[src/rtl/vmem_pkg.sv]
// Shared widths, default geometry and FSM state type for the vector memory stage.
package vmem_pkg;

    localparam int WORD_W        = 32;
    localparam int VEC_W         = 256;
    localparam int WORDS_DEFAULT = 8;

    typedef enum logic [1:0] {
        IDLE  = 2'd0,
        WRITE = 2'd1,
        READ  = 2'd2,
        TAIL  = 2'd3
    } state_t;

endpackage

[src/rtl/vector_mem_stage.sv]
// MEM stage that serialises a 256-bit vector load/store into WORDS single-word
// RAM beats, stalling the upstream pipeline while the burst is in flight.
module vector_mem_stage
    import vmem_pkg::*;
#(
    parameter int WORDS  = WORDS_DEFAULT,
    parameter int ADDR_W = 32
) (
    input  logic              clk,
    input  logic              rst_n,
    input  logic              MemWriteM,
    input  logic              MemtoRegM,
    input  logic [VEC_W-1:0]  ALUResultM,
    input  logic [VEC_W-1:0]  WriteDataM,
    output logic              StallM,
    output logic [VEC_W-1:0]  ReadDataM,
    output logic              ReadValidM,
    output logic [ADDR_W-1:0] mem_addr,
    output logic [WORD_W-1:0] mem_wdata,
    output logic              mem_we,
    output logic              mem_re,
    input  logic [WORD_W-1:0] mem_rdata
);

    localparam int KW = (WORDS > 1) ? $clog2(WORDS) : 1;
    localparam logic [KW-1:0] LAST = KW'(WORDS - 1);

    state_t            state;
    logic [KW-1:0]     beat;
    logic [VEC_W-1:0]  vec_buf;
    logic              request;
    logic              last_beat;
    logic [ADDR_W-1:0] base_aligned;
    logic              unused_addr_bits;

    assign request          = MemWriteM | MemtoRegM;
    assign last_beat        = (beat == LAST);
    assign base_aligned     = {ALUResultM[ADDR_W-1:2], 2'b00};
    assign unused_addr_bits = ^{ALUResultM[VEC_W-1:ADDR_W], ALUResultM[1:0]};

    // Gated by rst_n so the upstream freeze releases the instant reset asserts.
    always_comb begin
        StallM = 1'b0;
        if (rst_n) begin
            case (state)
                IDLE:    StallM = request;
                WRITE:   StallM = !last_beat;
                READ:    StallM = 1'b1;
                default: StallM = 1'b0;
            endcase
        end
    end

    // vec_buf shifts right one word per beat: stores drain word 0 first,
    // loads enter at the top so lane 0 ends up at the bottom after WORDS shifts.
    always_ff @(posedge clk or negedge rst_n) begin
        if (!rst_n) begin
            state      <= IDLE;
            beat       <= '0;
            mem_we     <= 1'b0;
            mem_re     <= 1'b0;
            mem_addr   <= '0;
            mem_wdata  <= '0;
            vec_buf    <= '0;
            ReadDataM  <= '0;
            ReadValidM <= 1'b0;
        end else begin
            ReadValidM <= 1'b0;
            case (state)
                IDLE: begin
                    if (request) begin
                        state     <= MemWriteM ? WRITE : READ;
                        beat      <= '0;
                        mem_addr  <= base_aligned;
                        mem_we    <= MemWriteM;
                        mem_re    <= !MemWriteM;
                        mem_wdata <= WriteDataM[WORD_W-1:0];
                        vec_buf   <= WriteDataM >> WORD_W;
                    end
                end
                WRITE: begin
                    if (last_beat) begin
                        state  <= IDLE;
                        beat   <= '0;
                        mem_we <= 1'b0;
                    end else begin
                        beat      <= beat + 1'b1;
                        mem_addr  <= mem_addr + ADDR_W'(4);
                        mem_wdata <= vec_buf[WORD_W-1:0];
                        vec_buf   <= vec_buf >> WORD_W;
                    end
                end
                READ: begin
                    // Read data trails the strobe by one cycle, so beat 0 has nothing to catch.
                    if (beat != '0)
                        vec_buf <= {mem_rdata, vec_buf[VEC_W-1:WORD_W]};
                    if (last_beat) begin
                        state  <= TAIL;
                        beat   <= '0;
                        mem_re <= 1'b0;
                    end else begin
                        beat     <= beat + 1'b1;
                        mem_addr <= mem_addr + ADDR_W'(4);
                    end
                end
                TAIL: begin
                    ReadDataM  <= {mem_rdata, vec_buf[VEC_W-1:WORD_W]};
                    ReadValidM <= 1'b1;
                    state      <= IDLE;
                end
                default: state <= IDLE;
            endcase
        end
    end

endmodule

[config.mk]
export PLATFORM = sky130hd
export DESIGN_NAME = vector_mem_stage
export DESIGN_NICKNAME = d
export VERILOG_FILES = /design/src/rtl/vmem_pkg.sv /design/src/rtl/vector_mem_stage.sv
export SDC_FILE = /design/constraint.sdc
export NUM_CORES = 1
export LEC_CHECK = 0
export BUFFER_PORTS_ARGS = -buffer_cell sky130_fd_sc_hd__buf_2
export CORE_AREA = 2 2 339 341
export CTS_CLUSTER_SIZE = 25
export DETAILED_ROUTE_END_ITERATION = 16
export DIE_AREA = 0 0 341 343
export REMOVE_ABC_BUFFERS = 1
export SLEW_MARGIN = 15
export SYNTH_ARGS = -nofsm -noshare
export SYNTH_HDL_FRONTEND = slang
export SYNTH_SLANG_ARGS = --single-unit
[constraint.sdc]
create_clock -name clk -period 5.72 [get_ports clk]
set_input_delay 0.572 -clock clk [delete_from_list [all_inputs] [get_ports clk]]
set_output_delay 0.572 -clock clk [all_outputs]
set_load 0.005 [all_outputs]
Word-level counts from Yosys, hierarchy flattened --
Index checks and enable logic that the tools add are counted.
Storage, ports and cells: output and inout port bits 324, logic and storage cells 64, latch bits 0, memories kept 0, input bits 548, flip-flop bits (word level) 584, RAM bits 0, memory bits (read-only) 0
Cells by class: bitwise logic cells 1, eq/ne operators 10, shift-type cells 0, add/sub/neg operators 2, muxes and demuxes 26, magnitude comparators 0, reductions and logical operators 16, div/mod/pow operators 0, multipliers 0
Operators with widths (number):
- $mux 256 | 3
- $pmux 256 s3 | 1
- $mux 32 | 4
- $pmux 32 s2 | 2
- $add 32x3->32 const B | 1
- $reduce_and 3->1 | 5
- $ne 2x2->1 const B | 6
- $mux 2 | 4
- $pmux 2 s4 | 1
- $mux 3 | 2
- $pmux 3 s2 | 1
- $reduce_bool 2->1 | 3
- $reduce_bool 3->1 | 2
- $mux 1 | 5
- $eq 2x2->1 const B | 2
- $pmux 1 s2 | 2
- $reduce_and 4->1 | 1
- $add 3x1->3 const B | 1
- $eq 3x3->1 const B | 1
- $pmux 1 s3 | 1
- $eq 2x1->1 const B | 1
- $logic_not 1->1 | 2
- $logic_not 2->1 | 1
- $reduce_and 2->1 | 1
- 2 further kinds | 2

Logic depth before layout (Yosys ltp) --
depth in word-level cells 4, mapped depth 11, depth with buffers taken out 7

Worst setup path before layout --
OpenSTA, ideal clock, no wires.
path kind register to register, start register state[0], end register vec_buf[206], setup time 0.073 ns, cell stages (with the launch flop) 11, path buffers 3, arrival 2.098 ns, clock period less this slack 2.171 ns, setup slack 3.549 ns, required time 5.647 ns, cells stage by stage dfrtp_1 -> inv_1 -> ha_1 -> or3b_2 -> nand2b_4 -> or2_2 -> clkbuf_1 -> buf_2 -> buf_2 -> a221oi_1 -> nor2_1
On the way: cells in the longest elaborated chain, start to end 3, elaborated cells on any way between the ends 9, those cells by class eq/ne: 5; mux: 1; reduce/logical: 3
RTL lines:
- start: declaration | line vector_mem_stage.sv:28 | state_t state;
- start signal: assignment | line vector_mem_stage.sv:72 | state <= MemWriteM ? WRITE : READ;
- $eq 2x2->1, or another cell as far along | line vector_mem_stage.sv:69 | case (state)
- $ne 2x2->1 (no line) or $reduce_bool 3->1 (tied branches)
- $reduce_and 4->1 (no line)
- end signal: assignment | line vector_mem_stage.sv:78 | vec_buf <= WriteDataM >> WORD_W;
- end signal: assignment | line vector_mem_stage.sv:90 | vec_buf <= vec_buf >> WORD_W;
- end signal: assignment | line vector_mem_stage.sv:96 | vec_buf <= {mem_rdata, vec_buf[VEC_W-1:WORD_W]};
- end: declaration | line vector_mem_stage.sv:30 | logic [VEC_W-1:0] vec_buf;
Parallel ways exist; a longest one is shown, timed or not. A chain may end at the register's enable or synchronous reset.

Final worst setup path --
start register state[1], end register vec_buf[148]
The elaborated chain is that of the path after synthesis.

==> insert_results.sql <==
INSERT INTO impl_metrics (metric_group, metric, value, unit) VALUES
('setup_path', 'crit_path_cell_trace', 'inv_1, ha_2, nand2_1, o21ai_0, or2_4, buf_4, a221oi_1, nor2_1', ''),
('sta', 'grt_setup_unrepaired', 'false', ''),
('synth', 'synth_top_cell_area_share', '60.14', '%'),
('floorplan', 'ios', '872', ''),
('clock_tree', 'clk-insertion-delay-late', '0.62', 'ns'),
('hold_path', 'timing.hold.worst_endpoint', 'mem_addr[15]', ''),
('finish', 'drive_gt1_share', '38.83', '%'),
('drt', 'postRouteWirelength', '86870', 'microns'),
('drt', 'initialDrtViolationCount', '1401', ''),
('floorplan', 'die_y', '343', 'microns'),
('hold_path', 'hold_path_startpoint', 'ALUResultM[15]', ''),
('synth', 'postSynth.asyncResetShare', '100.0', '%'),
('global_route', 'number_of_global_route_vias_before_repair', '18750', ''),
('hold_path', 'hp-class', 'input port to register', ''),
('synth', 'list_of_most_frequent_post_synthesis_cells', '582 x dfrtp_1, 492 x nor2_1, 256 x mux2_2', ''),
('global_route', 'groute.layer.met1.usage', '20.37', '%'),
('finish', 'instances_no_fill', '4271', ''),
('sta', 'slew_violations', '0', ''),
('setup_path', 'r2r_startpoint', 'state[1]', ''),
('place', 'routabilityCongestion', '0.8627', ''),
('synth', 'postSynthAreaPerCell', '11.52', 'sq um'),
('setup_path', 'highest_net_fanout_along_the_worst_path', '57', ''),
('setup_path', 'crit_type', 'register to register', ''),
('setup_path', 'start_kind', 'register', ''),
('drt', 'routed_vias', '19480', ''),
('global_route', 'use_met3', '3.823', '%'),
('place', 'io_buffers', '643', ''),
('run_status', 'status', 'finished clean', ''),
('global_route', 'grt_overflow', '0', ''),
('sta', 'final.period_utilization', '59.42', '%'),
('synth', 'synth_enable_flop_cells', '0', ''),
('setup_path', 'cpLargestDelayFamily', 'simple AND/OR/NAND/NOR gates', ''),
('clock_tree', 'cts-htree-levels', '3', ''),
('drt', 'drc', '0', ''),
('sta', 'maxClockFrequency', '0.2942', 'GHz'),
('global_route', 'gr-usage-met2', '20.60', '%'),
('synth', 'synth_area', '24220', 'sq um'),
('setup_path', 'worst_setup_path_startpoint', 'state[1]', ''),
('clock_tree', 'tritoncts', 'built', ''),
('run', 'cap_violations', '0', ''),
('setup_path', 'cpPeakStageDelay', '0.81', 'ns'),
('sta', 'tns', '0', 'ns'),
('synth', 'synthFlopType', 'dfrtp_1', ''),
('setup_path', 'cp_data_required_time', '6.27', 'ns'),
('sta', 'timing_worst_slew_pin_value', '1.080', 'ns'),
('pwr', 'static-leakage-power', '14.55', 'nW'),
('drt', 'dr.pass1.iters', '5', ''),
('sta', 'max-slew-margin-rel', '28.01', '%'),
('finish', 'area_delta_synth_final', '30.35', '%'),
('global_route', 'total_routing_usage_gr', '14.21', '%'),
('clock_tree', 'cts_buffers', '70', ''),
('setup_path', 'cp.buffers_inverters', '2', ''),
('synth', 'synth-warning-count', '0', ''),
('place', 'place.detailed.instances', '4134', ''),
('global_route', 'antenna_found_initial', '20', ''),
('drt', 'detail_route.vias_per_cell', '4.561', ''),
('floorplan', 'initial_core_util', '21.35', '%'),
('finish', 'fill_cells', '11860', ''),
('setup_path', 'critical-path-slowest-cell', 'or2_4', ''),
('setup_path', 'rrSetupSlack', '2.32', 'ns'),
('global_route', 'grt_start_max_net_pins', '137', ''),
('sta', 'timing.clock.skew', '0.02011', 'ns'),
('clock_tree', 'clockRootBuffer', 'clkbuf_16', ''),
('global_route', 'top_usage_layer', 'met2', ''),
('synth', 'postSynthRegisterBits', '582', ''),
('hold_path', 'worstHoldPathCells', '2', ''),
('sta', 'final_hold_viol_count', '0', ''),
('floorplan', 'die_width', '341', 'microns'),
('synth', 'ys_top_cells_by_area', 'dfrtp_1 60%, mux2_2 12%, a221oi_1 8.1%, nor2_1 7.6%, mux2i_1 2.0%', ''),
('clock_tree', 'post_cts.resized_instances', '0', ''),
('floorplan', 'die_area', '117000', 'sq um');
per-stage QoR:
| step | instance area [sq um] | setup WS, ns | util, % | hold slack (ns) |
|---|---|---|---|---|
| detailed placement | 29180 | 2.276 | 25.72 | 0.4796 |
| global route | 31560 | 2.037 | 27.83 | 0.1295 |
| CTS | 31540 | 2.248 | 27.81 | 0.1012 |
| finish | 31570 | 2.321 | 27.83 | 0.1747 |
| global placement | 29180 | 2.314 | 25.72 | 0.4703 |
| floorplan | 23550 | -4.539 | - | 0.2764 |
layer usage:
metal / wire length [microns] / up-vias / share of wire (%)
met3: 7300 / 132 / 8.4
met5: 35 / - / 0.040
li1: - / 8767 / -
met4: 2249 / 8 / 2.6
met2: 38510 / 765 / 44
met1: 38780 / 9806 / 45
repair_timing:
action / in CTS / in global routing
endpoints found under the hold margin: 61 / 0
hold buffers: 1 / 0
endpoints found under the setup margin: 0 / 0
setup buffers: 0 / 0
report_power, final:
| group | switching, W | internal, W |
|---|---|---|
| combinational | 0.00541 | 0.00384 |
| clock | 0.00189 | 0.00269 |
| sequential | 0.00162 | 0.00628 |
| total | 0.00891 | 0.0128 |
state kept, by name, indices dropped and copies added (netlist names):
name / flops
ReadDataM: 256
vec_buf: 256
mem_wdata: 32
mem_addr: 30
beat: 3
state: 2
ReadValidM: 1
mem_re: 1
mem_we: 1
how the worst max path moves through the flow:
stage / endpoint / cells after the start
6_report: vec_buf[148] / 8
5_1_grt: vec_buf[113] / 8
4_1_cts: vec_buf[123] / 8
3_5_place_dp: vec_buf[123] / 8
3_3_place_gp: vec_buf[123] / 8
2_1_floorplan: vec_buf[0] / 6
layout make-up:
class	count	area (sq um)	share of cell area [%]
Timing Repair Buffer	683	3694	11.70
Inverter	9	41.29	0.1308
Clock inverter	27	325.3	1.031
Tap cell	1512	1892	5.993
Multi-Input combinational cell	1349	8995	28.49
Antenna cell	11	27.53	0.08720
Sequential cell	582	14560	46.14
Clock buffer	98	2029	6.429
cell usage in the layout, fill, tap and decap left out, drive strengths merged, types with 3 or more instances in the layout:
| cell | netlist | routed |
|---|---|---|
| nor2 | 493 | 493 |
| bufinv | 0 | 4 |
| nor4 | 7 | 7 |
| clkinv | 0 | 18 |
| and4 | 5 | 5 |
| mux2i | 49 | 49 |
| and3 | 4 | 4 |
| a221oi | 224 | 224 |
| or4 | 4 | 4 |
| a21oi | 56 | 56 |
| dfrtp | 582 | 582 |
| diode | 0 | 11 |
| nand3 | 54 | 54 |
| mux2 | 256 | 256 |
| inv | 9 | 13 |
| nand2 | 98 | 98 |
| o21a | 3 | 3 |
| nand4 | 7 | 7 |
| clkbuf | 121 | 98 |
| o22ai | 18 | 18 |
| nor3 | 6 | 6 |
| a22oi | 8 | 8 |
| o21ai | 24 | 24 |
| ha | 10 | 10 |
| buf | 42 | 682 |
cell families (layout without fill, tap and decap cells):
kind of cell | count (synthesis) | after routing | synth area share (%)
adder cells (fa/ha/maj) | 10 | 10 | 0.5166
AO/OA/AOI/OAI | 340 | 340 | 10.83
flip-flops | 582 | 582 | 60.14
multiplexers | 305 | 305 | 13.93
buffers and inverters | 172 | 817 | 2.914
AND/OR/NAND/NOR | 692 | 692 | 11.66
other | 1 | 13 | 0.01548
No activity file was read; power rests on OpenSTA's default activity.
